File: src/rtl/i_ram_loader_pkg.sv
// Shared definitions for the instruction-RAM boot loader: FSM states and the
// byte layout of a program frame, so host tools and RTL agree on framing.
package i_ram_loader_pkg;

  typedef enum logic [2:0] {
    ST_IDLE,
    ST_LEN_HI,
    ST_LEN_LO,
    ST_D_HI,
    ST_D_LO,
    ST_CHK,
    ST_DONE,
    ST_ERR
  } state_t;

  localparam logic [7:0] SYNC_BYTE_DEFAULT = 8'hA5;

  // Byte offsets within a frame; data words follow as HI,LO pairs, then CHK.
  localparam int FRAME_OFS_SYNC   = 0;
  localparam int FRAME_OFS_LEN_HI = 1;
  localparam int FRAME_OFS_LEN_LO = 2;
  localparam int FRAME_OFS_DATA   = 3;
  localparam int FRAME_OVERHEAD   = 4;

  function automatic int frame_bytes(input int n_words);
    return FRAME_OVERHEAD + 2 * n_words;
  endfunction

endpackage

File: src/rtl/loader_timeout.sv
// Inter-byte watchdog: down-counter reloaded on every byte (or while not
// running); flags expiry after TIMEOUT_CYCLES idle clocks. 0 disables it.
module loader_timeout #(
  parameter int unsigned TIMEOUT_CYCLES = 1000000
) (
  input  logic clk,
  input  logic rst_n,
  input  logic run,
  input  logic kick,
  output logic expired
);

  if (TIMEOUT_CYCLES == 0) begin : g_off
    assign expired = 1'b0;
  end else begin : g_on
    localparam int CW = (TIMEOUT_CYCLES > 1) ? $clog2(TIMEOUT_CYCLES) : 1;
    localparam logic [CW-1:0] LOAD = CW'(TIMEOUT_CYCLES - 1);

    logic [CW-1:0] cnt_q, cnt_d;

    always_comb begin
      cnt_d = cnt_q;
      if (!run || kick) begin
        cnt_d = LOAD;
      end else if (cnt_q != '0) begin
        cnt_d = cnt_q - CW'(1);
      end
    end

    always_ff @(posedge clk or negedge rst_n) begin
      if (!rst_n) cnt_q <= LOAD;
      else        cnt_q <= cnt_d;
    end

    // Terminal count reached on the TIMEOUT_CYCLES-th idle clock.
    assign expired = run && !kick && (cnt_q == '0);
  end

endmodule

File: src/rtl/i_ram_loader.sv
// Boot loader: parses framed program bytes from the UART, writes 16-bit words
// into instruction RAM and releases the CPU only after a good checksum.
//
//   state     | meaning
//   ----------+--------------------------------------------------
//   ST_IDLE   | waiting for SYNC_BYTE, all other bytes ignored
//   ST_LEN_HI | expecting word-count high byte
//   ST_LEN_LO | expecting word-count low byte, range check
//   ST_D_HI   | expecting high byte of next data word
//   ST_D_LO   | expecting low byte, issues the RAM write
//   ST_CHK    | expecting checksum byte
//   ST_DONE   | one-cycle success, done pulse, CPU released
//   ST_ERR    | one-cycle failure, error set, CPU held
module i_ram_loader
  import i_ram_loader_pkg::*;
#(
  parameter int          ADDR_WIDTH     = 12,
  parameter logic [7:0]  SYNC_BYTE      = SYNC_BYTE_DEFAULT,
  parameter int unsigned TIMEOUT_CYCLES = 1000000
) (
  input  logic                  clk,
  input  logic                  rst_n,
  input  logic [7:0]            rx_data,
  input  logic                  rx_valid,
  output logic [ADDR_WIDTH-1:0] w_addr,
  output logic [15:0]           w_data,
  output logic                  w_en,
  output logic                  cpu_hold,
  output logic                  busy,
  output logic                  done,
  output logic                  error
);

  localparam int          CW        = ADDR_WIDTH + 1;
  localparam logic [16:0] MAX_WORDS = 17'd1 << ADDR_WIDTH;

  state_t                state_q, state_d;
  logic [15:0]           len_q, len_d;
  logic [7:0]            hi_q, hi_d;
  logic [7:0]            sum_q, sum_d;
  logic [CW-1:0]         wcnt_q, wcnt_d;
  logic [ADDR_WIDTH-1:0] w_addr_q, w_addr_d;
  logic [15:0]           w_data_q, w_data_d;
  logic                  w_en_q, w_en_d;
  logic                  error_q, error_d;
  logic                  hold_q, hold_d;

  logic                  tmo_run, tmo_expired;
  logic [16:0]           n_rx;
  logic [CW-1:0]         wcnt_inc;
  logic [7:0]            sum_rx;

  assign tmo_run = (state_q == ST_LEN_HI) || (state_q == ST_LEN_LO) ||
                   (state_q == ST_D_HI)   || (state_q == ST_D_LO)   ||
                   (state_q == ST_CHK);

  loader_timeout #(.TIMEOUT_CYCLES(TIMEOUT_CYCLES)) u_timeout (
    .clk     (clk),
    .rst_n   (rst_n),
    .run     (tmo_run),
    .kick    (rx_valid),
    .expired (tmo_expired)
  );

  always_comb begin
    state_d  = state_q;
    len_d    = len_q;
    hi_d     = hi_q;
    sum_d    = sum_q;
    wcnt_d   = wcnt_q;
    w_addr_d = w_addr_q;
    w_data_d = w_data_q;
    w_en_d   = 1'b0;
    error_d  = error_q;
    hold_d   = hold_q;
    n_rx     = {1'b0, len_q[15:8], rx_data};
    wcnt_inc = wcnt_q + CW'(1);
    sum_rx   = sum_q + rx_data;

    case (state_q)
      ST_IDLE: begin
        if (rx_valid && rx_data == SYNC_BYTE) begin
          state_d = ST_LEN_HI;
          hold_d  = 1'b1;
          error_d = 1'b0;
          wcnt_d  = '0;
          sum_d   = '0;
        end
      end
      ST_LEN_HI: begin
        if (rx_valid) begin
          len_d[15:8] = rx_data;
          state_d     = ST_LEN_LO;
        end
      end
      ST_LEN_LO: begin
        if (rx_valid) begin
          len_d[7:0] = rx_data;
          if (n_rx > MAX_WORDS) state_d = ST_ERR;
          else if (n_rx == '0)  state_d = ST_CHK;
          else                  state_d = ST_D_HI;
        end
      end
      ST_D_HI: begin
        if (rx_valid) begin
          hi_d    = rx_data;
          sum_d   = sum_rx;
          state_d = ST_D_LO;
        end
      end
      ST_D_LO: begin
        if (rx_valid) begin
          w_en_d   = 1'b1;
          w_addr_d = wcnt_q[ADDR_WIDTH-1:0];
          w_data_d = {hi_q, rx_data};
          sum_d    = sum_rx;
          wcnt_d   = wcnt_inc;
          state_d  = (17'(wcnt_inc) == {1'b0, len_q}) ? ST_CHK : ST_D_HI;
        end
      end
      ST_CHK: begin
        if (rx_valid) state_d = (sum_rx == 8'd0) ? ST_DONE : ST_ERR;
      end
      ST_DONE: state_d = ST_IDLE;
      ST_ERR:  state_d = ST_IDLE;
      default: state_d = ST_IDLE;
    endcase

    // Expiry only fires on clocks with no byte, so it never races a transition.
    if (tmo_expired)          state_d = ST_ERR;
    if (state_d == ST_ERR)    error_d = 1'b1;
    if (state_d == ST_DONE)   hold_d  = 1'b0;
  end

  always_ff @(posedge clk or negedge rst_n) begin
    if (!rst_n) begin
      state_q  <= ST_IDLE;
      len_q    <= '0;
      hi_q     <= '0;
      sum_q    <= '0;
      wcnt_q   <= '0;
      w_addr_q <= '0;
      w_data_q <= '0;
      w_en_q   <= 1'b0;
      error_q  <= 1'b0;
      hold_q   <= 1'b1;
    end else begin
      state_q  <= state_d;
      len_q    <= len_d;
      hi_q     <= hi_d;
      sum_q    <= sum_d;
      wcnt_q   <= wcnt_d;
      w_addr_q <= w_addr_d;
      w_data_q <= w_data_d;
      w_en_q   <= w_en_d;
      error_q  <= error_d;
      hold_q   <= hold_d;
    end
  end

  assign w_addr   = w_addr_q;
  assign w_data   = w_data_q;
  assign w_en     = w_en_q;
  assign cpu_hold = hold_q;
  assign error    = error_q;
  assign busy     = (state_q != ST_IDLE);
  assign done     = (state_q == ST_DONE);

endmodule
File: config.mk
export PLATFORM = sky130hd
export DESIGN_NAME = i_ram_loader
export DESIGN_NICKNAME = d
export VERILOG_FILES = /design/src/rtl/i_ram_loader_pkg.sv /design/src/rtl/loader_timeout.sv /design/src/rtl/i_ram_loader.sv
export SDC_FILE = /design/constraint.sdc
export NUM_CORES = 1
export LEC_CHECK = 0
export BUFFER_PORTS_ARGS = -buffer_cell sky130_fd_sc_hd__buf_2
export CORE_UTILIZATION = 62
export CTS_BUF_LIST = sky130_fd_sc_hd__clkbuf_4
export CTS_CLUSTER_DIAMETER = 50
export DETAILED_ROUTE_END_ITERATION = 8
export PLACE_DENSITY_LB_ADDON = 0.08
export SETUP_SLACK_MARGIN = 0.3
export SKIP_CTS_REPAIR_TIMING = 1
export SLEW_MARGIN = 5
export SYNTH_ARGS = -nofsm -noshare
export SYNTH_HDL_FRONTEND = slang
export SYNTH_HIERARCHICAL = 1
export SYNTH_SLANG_ARGS = --single-unit
export TNS_END_PERCENT = 5
File: constraint.sdc
create_clock -name clk -period 3.71 [get_ports clk]
set_input_delay 0.1855 -clock clk [delete_from_list [all_inputs] [get_ports clk]]
set_output_delay 0.1855 -clock clk [all_outputs]
set_load 0.01 [all_outputs]
; Word-level counts from Yosys, hierarchy flattened
; Index checks and enable logic that the tools add are counted.
[totals]
in_bits = 11
out_inout_bits = 33
word_cells = 91
register_bits = 99
[classes]
eq_ne = 14
addsub = 3
mux = 28
order_cmp = 1
reduce_logical = 33
[ops]
columns = op, count
row1 = 20-bit 2-to-1 mux, 2
row2 = 3-bit 2-to-1 mux, 10
row3 = 13-bit 2-to-1 mux, 2
row4 = 13-bit one-hot mux with 2 select lines, 1
row5 = 3-bit one-hot mux with 7 select lines, 1
row6 = 20-bit logical NOT, 1
row7 = 20-bit nonzero test, 1
row8 = "20-bit by 1-bit subtractor with 20-bit output, second input constant", 1
row9 = "3-bit == test, second input constant", 6
row10 = 13-bit by 16-bit == test with 1-bit output, 1
row11 = "16-bit by 13-bit greater-than comparator with 1-bit output, second input constant", 1
row12 = 16-bit logical NOT, 1
row13 = 8-bit 2-to-1 mux, 2
row14 = 8-bit one-hot mux with 2 select lines, 1
row15 = 2-bit nonzero test, 7
row16 = "13-bit by 1-bit adder with 13-bit output, second input constant", 1
row17 = 2-bit AND reduction, 6
row18 = 1-bit 2-to-1 mux, 9
row19 = 8-bit adder, 1
row20 = "8-bit == test, second input constant", 1
row21 = 8-bit logical NOT, 1
row22 = "3-bit by 2-bit == test with 1-bit output, second input constant", 2
row23 = 3-bit AND reduction, 2
row24 = 1-bit logical OR, 5
row25 = 8 further kinds, 13

; Depth between registers and ports, before layout
[depth]
depth_word = 11
depth_mapped = 12

; Hierarchy
; Netlist, hierarchy kept.
[by_module_without_submodules]
columns = module, area_each_um2, seq_area_each_um2, n_inst, cells_each
row1 = i_ram_loader, 4062.6, 1978.1, 1, 413
row2 = loader_timeout, 1199.9, 515.5, 1, 128

; Worst setup path after synthesis
; Ideal clock, no wire load.
[synth_timing]
path_kind = register to register
start = reg state_q[2]
end = reg hold_q, in the netlist cpu_hold
setup_slack_ps = 524
arrival_time_ps = 3102
stages_incl_launch_ff = 13
required_time_ps = 3627
path_cell_list = dfrtp_1 -> clkbuf_1 -> or3_1 -> and2_1 -> nand2b_1 -> clkbuf_1 -> nor3_1 -> nor4b_1 -> nand4_1 -> or4_1 -> nor3b_1 -> a31oi_1 -> o32a_1
[synth_between]
elab_chain_len = 11
word_cells_on_any_way = 28
[synth_rtl]
columns = element, line
row1 = from (decl), i_ram_loader.sv:37  ; state_t state_q, state_d;
row2 = from (signal assigned), i_ram_loader.sv:148  ; state_q <= state_d;
row3 = 3-bit by 1-bit == test with 1-bit output / 3-bit by 2-bit == test with 1-bit output (equally long branches), i_ram_loader.sv:53  ; assign tmo_run = (state_q == ST_LEN_HI) || (state_q == ST_LEN_LO) ||
row4 = 1-bit logical OR (2 in a row), i_ram_loader.sv:53
row5 = 1-bit logical OR, i_ram_loader.sv:54  ; (state_q == ST_D_HI) || (state_q == ST_D_LO) ||
row6 = 1-bit logical OR (*), i_ram_loader.sv:54
row7 = net tmo_run, i_ram_loader.sv:48  ; logic tmo_run, tmo_expired;
row8 = 1-bit logical AND (*) (2 in a row), loader_timeout.sv:36  ; assign expired = run && !kick && (cnt_q == '0);
row9 = net tmo_expired, i_ram_loader.sv:48
row10 = 3-bit 2-to-1 mux (*), i_ram_loader.sv:130  ; if (tmo_expired) state_d = ST_ERR;
row11 = net state_d[0], i_ram_loader.sv:37
row12 = 3-bit == test (*), i_ram_loader.sv:132  ; if (state_d == ST_DONE) hold_d = 1'b0;
row13 = 2-bit nonzero test (no line), --
row14 = 2-bit AND reduction (no line), --
row15 = to (signal assigned), i_ram_loader.sv:157  ; hold_q <= hold_d;
row16 = to (decl), i_ram_loader.sv:46  ; logic hold_q, hold_d;
; The timed path passes the listed nets; every way through them passes the cells marked *.
; A chain may end at the register's enable or synchronous reset.

; Worst setup path in the final report
[layout_timing]
start = reg state_q[0]
end = reg hold_q, in the netlist cpu_hold
; Same word-level chain as after synthesis.

==> run summary <==
Period utilisation layout: 80.0%
Count of antenna diodes in the layout: 0
HPWL after DPL: 7980 um
CTS Buf Count: 9
Status: finished, final reports clean
Slew HR: 34.1%
Clock transition at path regs: 190 ps
Worst setup path end: cpu_hold$_DFFE_PN1P_
Crit-path max FO: 14
Crit. Startpoint: state_q[0]$_DFF_PN0_
Mapped Nets: 563
DP Cell Count: 667
Num rows: 33
Crit path launch type: register
Post-synth EDFFs: 0
Routed Antenna Nets: 0
Worst vdd ir: 0.462 mV
Initial Util: 64.0%
Final setup vio count: 0
Number of I/O port buffers: 43
TritonCTS clock tree: yes
Initial antenna violation count: 0
P&R area growth vs syn: 9.61%
Clock latency on the worst-skew pair: 480 ps
Yosys top cell by area: dfrtp_1
H-tree levels: 3
Chip width: 94.1 um
Commonest cells after routing, fill and taps aside: nand2_1, dfrtp_1, buf_2
Synth top area share: 40.9%
Vias: 4155
Vias in the first global route: 4017
Pin count of the biggest net entering global routing: 54
Slew @ Worst Pin: 986 ps
Worst setup EP type: register
Crit Reg-Reg Startpoint: state_q[0]$_DFF_PN0_
Worst Hold Class: in2reg
Root Driver: clkbuf_4
Syn Std Cell Area: 0.00526 mm2
I/O Pins: 44
Worst EP arrival: 3380 ps
Setup TNS: 0 ps
Nets: 604
CP Class: reg2reg
Vias per inst: 6.00
Post-synth ARST share: 100%
Most area-consuming cells after synthesis: dfrtp_1, nand2_1, dfstp_2
Syn Inst Count: 541
Drt first pass iters: 4
Finished Layout Cells: 692
R2R Path End: cpu_hold$_DFFE_PN1P_
Layout cells sized above 1: 20.6%
Total track usage: 28.1%
Min Clock Period, post-route: 2970 ps
Setup Skew: 27.2 ps
Worst setup margin: 743 ps
Hold Fails Final Rpt: 0
# DRC: 0
Final hold slack: 214 ps
# fillers: 645
Critical path required time: 4130 ps
F_max: 337 MHz
Syn Area/Cell: 9.73 um2
Leakage Power: 2.56 nW
Chip Height: 94.1 um
Synthesized flop and latch total: 99
Drt wl/cell: 16.6 um
Clock Sink Count: 99
Floorplan core area: 0.00822 mm2
Final GP Congestion: 0.861
First-pass GRT wire length: 19200 um
Netlist cell types: 66
Pwr Density: 620 mW/mm2
Die area: 0.00886 mm2
Total grt overflow: 0
Max-capacitance violation count: 0
Initial drt markers: 153
R2R setup slack: 740 ps
Commonest non-fill, non-tap cell in the layout: nand2_1
YS warnings: 6
Tot Pwr: 3.57 mW
Reg2Reg Depth: 10
Post-synthesis sequential area ratio: 47.4%
Final wirelength: 11500 um
Final slew viol count: 0
Worst-case clock buffer depth: 2
RSZ-0062 raised after global routing: no
Placement Setup Slack: 763 ps
Top FF cell, synth: dfrtp_1
-- worst max-delay path, cell delays in order (launching register included) --
cell      delay (ps)
dfrtp_1          550
or3_1            420
and2_1           160
nand2b_1          80
nor3_1            90
nor4b_1          260
nand4_1          120
or4_1            540
nor3b_1          220
a31oi_1          110
o32a_1           390
-- cells in the mapped netlist (8+ instances only) --
library cell,n
mux2i_1,9
buf_2,8
and2_1,12
nand4_1,8
nor3_1,8
mux2_2,24
o31ai_1,14
nand3_1,12
nand2_1,109
or4_1,11
ha_1,10
xnor2_1,15
a21oi_1,17
dfrtp_1,86
nand2b_1,9
dfstp_2,13
or3_1,9
o21ai_0,35
nor2_1,22
clkbuf_1,16
-- flip-flops by register name, summed over array words and instances, names as in the netlist --
name and count:
u_timeout/g_on.cnt_q 20, len_q 16, w_data 16, wcnt_q 13, w_addr 12, hi_q 8
sum_q 8, state_q 3, cpu_hold 1, error 1, w_en 1
-- final cells by class --
type | count | area, um2 | area share [%]
clock buffers | 9 | 67.6 | 1.17
well taps | 105 | 131 | 2.28
multi-input cells | 407 | 2620 | 45.4
clock inverters | 7 | 80.1 | 1.39
flip-flops and latches | 99 | 2490 | 43.2
inverters | 7 | 26.3 | 0.456
repair buffers | 58 | 353 | 6.12
-- logic make-up after synthesis --
| kind of cell | Yosys count | share of synthesized area (%) |
|---|---|---|
| adders and majority gates | 11 | 2.76 |
| and+or+nand+nor | 240 | 23.5 |
| muxes | 33 | 6.85 |
| AOI/OAI and AO/OA | 102 | 13.1 |
| buffers and inverters | 35 | 2.90 |
| xor gates and xnor gates | 21 | 3.50 |
| DFF | 99 | 47.4 |
-- report_power, final --
| part | internal, mW | switching (mW) | leakage, nW |
|---|---|---|---|
| combinational | 0.632 | 0.703 | 1.24 |
| clock | 0.162 | 0.418 | 0.0761 |
| sequential | 1.39 | 0.268 | 1.25 |
-- per-stage QoR --
step / utilization [%] / area (um2)
finish: 70.2 / 5770
global route: 70.2 / 5770
detailed placement: 67.3 / 5530
global placement: 67.3 / 5530
floorplan: - / 5260
CTS: 69.1 / 5680
-- routing by layer --
layer  routed length [um]  vias up  track usage [%]
li1                     -     2016                -
met1                 5310     2014             37.5
met2                 5500      105             45.6
met3                  464       20             5.83
met4                  211        0             9.62
met5                    0        -                0
-- worst min-delay path by stage --
stage	cells past startpoint	from	to	slack (ps)
finish	4	rx_valid	state_q[2]$_DFF_PN0_	210
global route	4	rx_valid	state_q[2]$_DFF_PN0_	230
CTS	2	rst_n	w_data[11]$_DFFE_PN0P_	-220
detailed placement	2	rst_n	u_timeout/g_on.cnt_q[7]$_DFFE_PN0N_	320
global placement	2	rst_n	u_timeout/g_on.cnt_q[6]$_DFFE_PN0N_	310
floorplan	0	rst_n	error$_DFFE_PN0P_	-110
(Power assumes the default switching activity.)
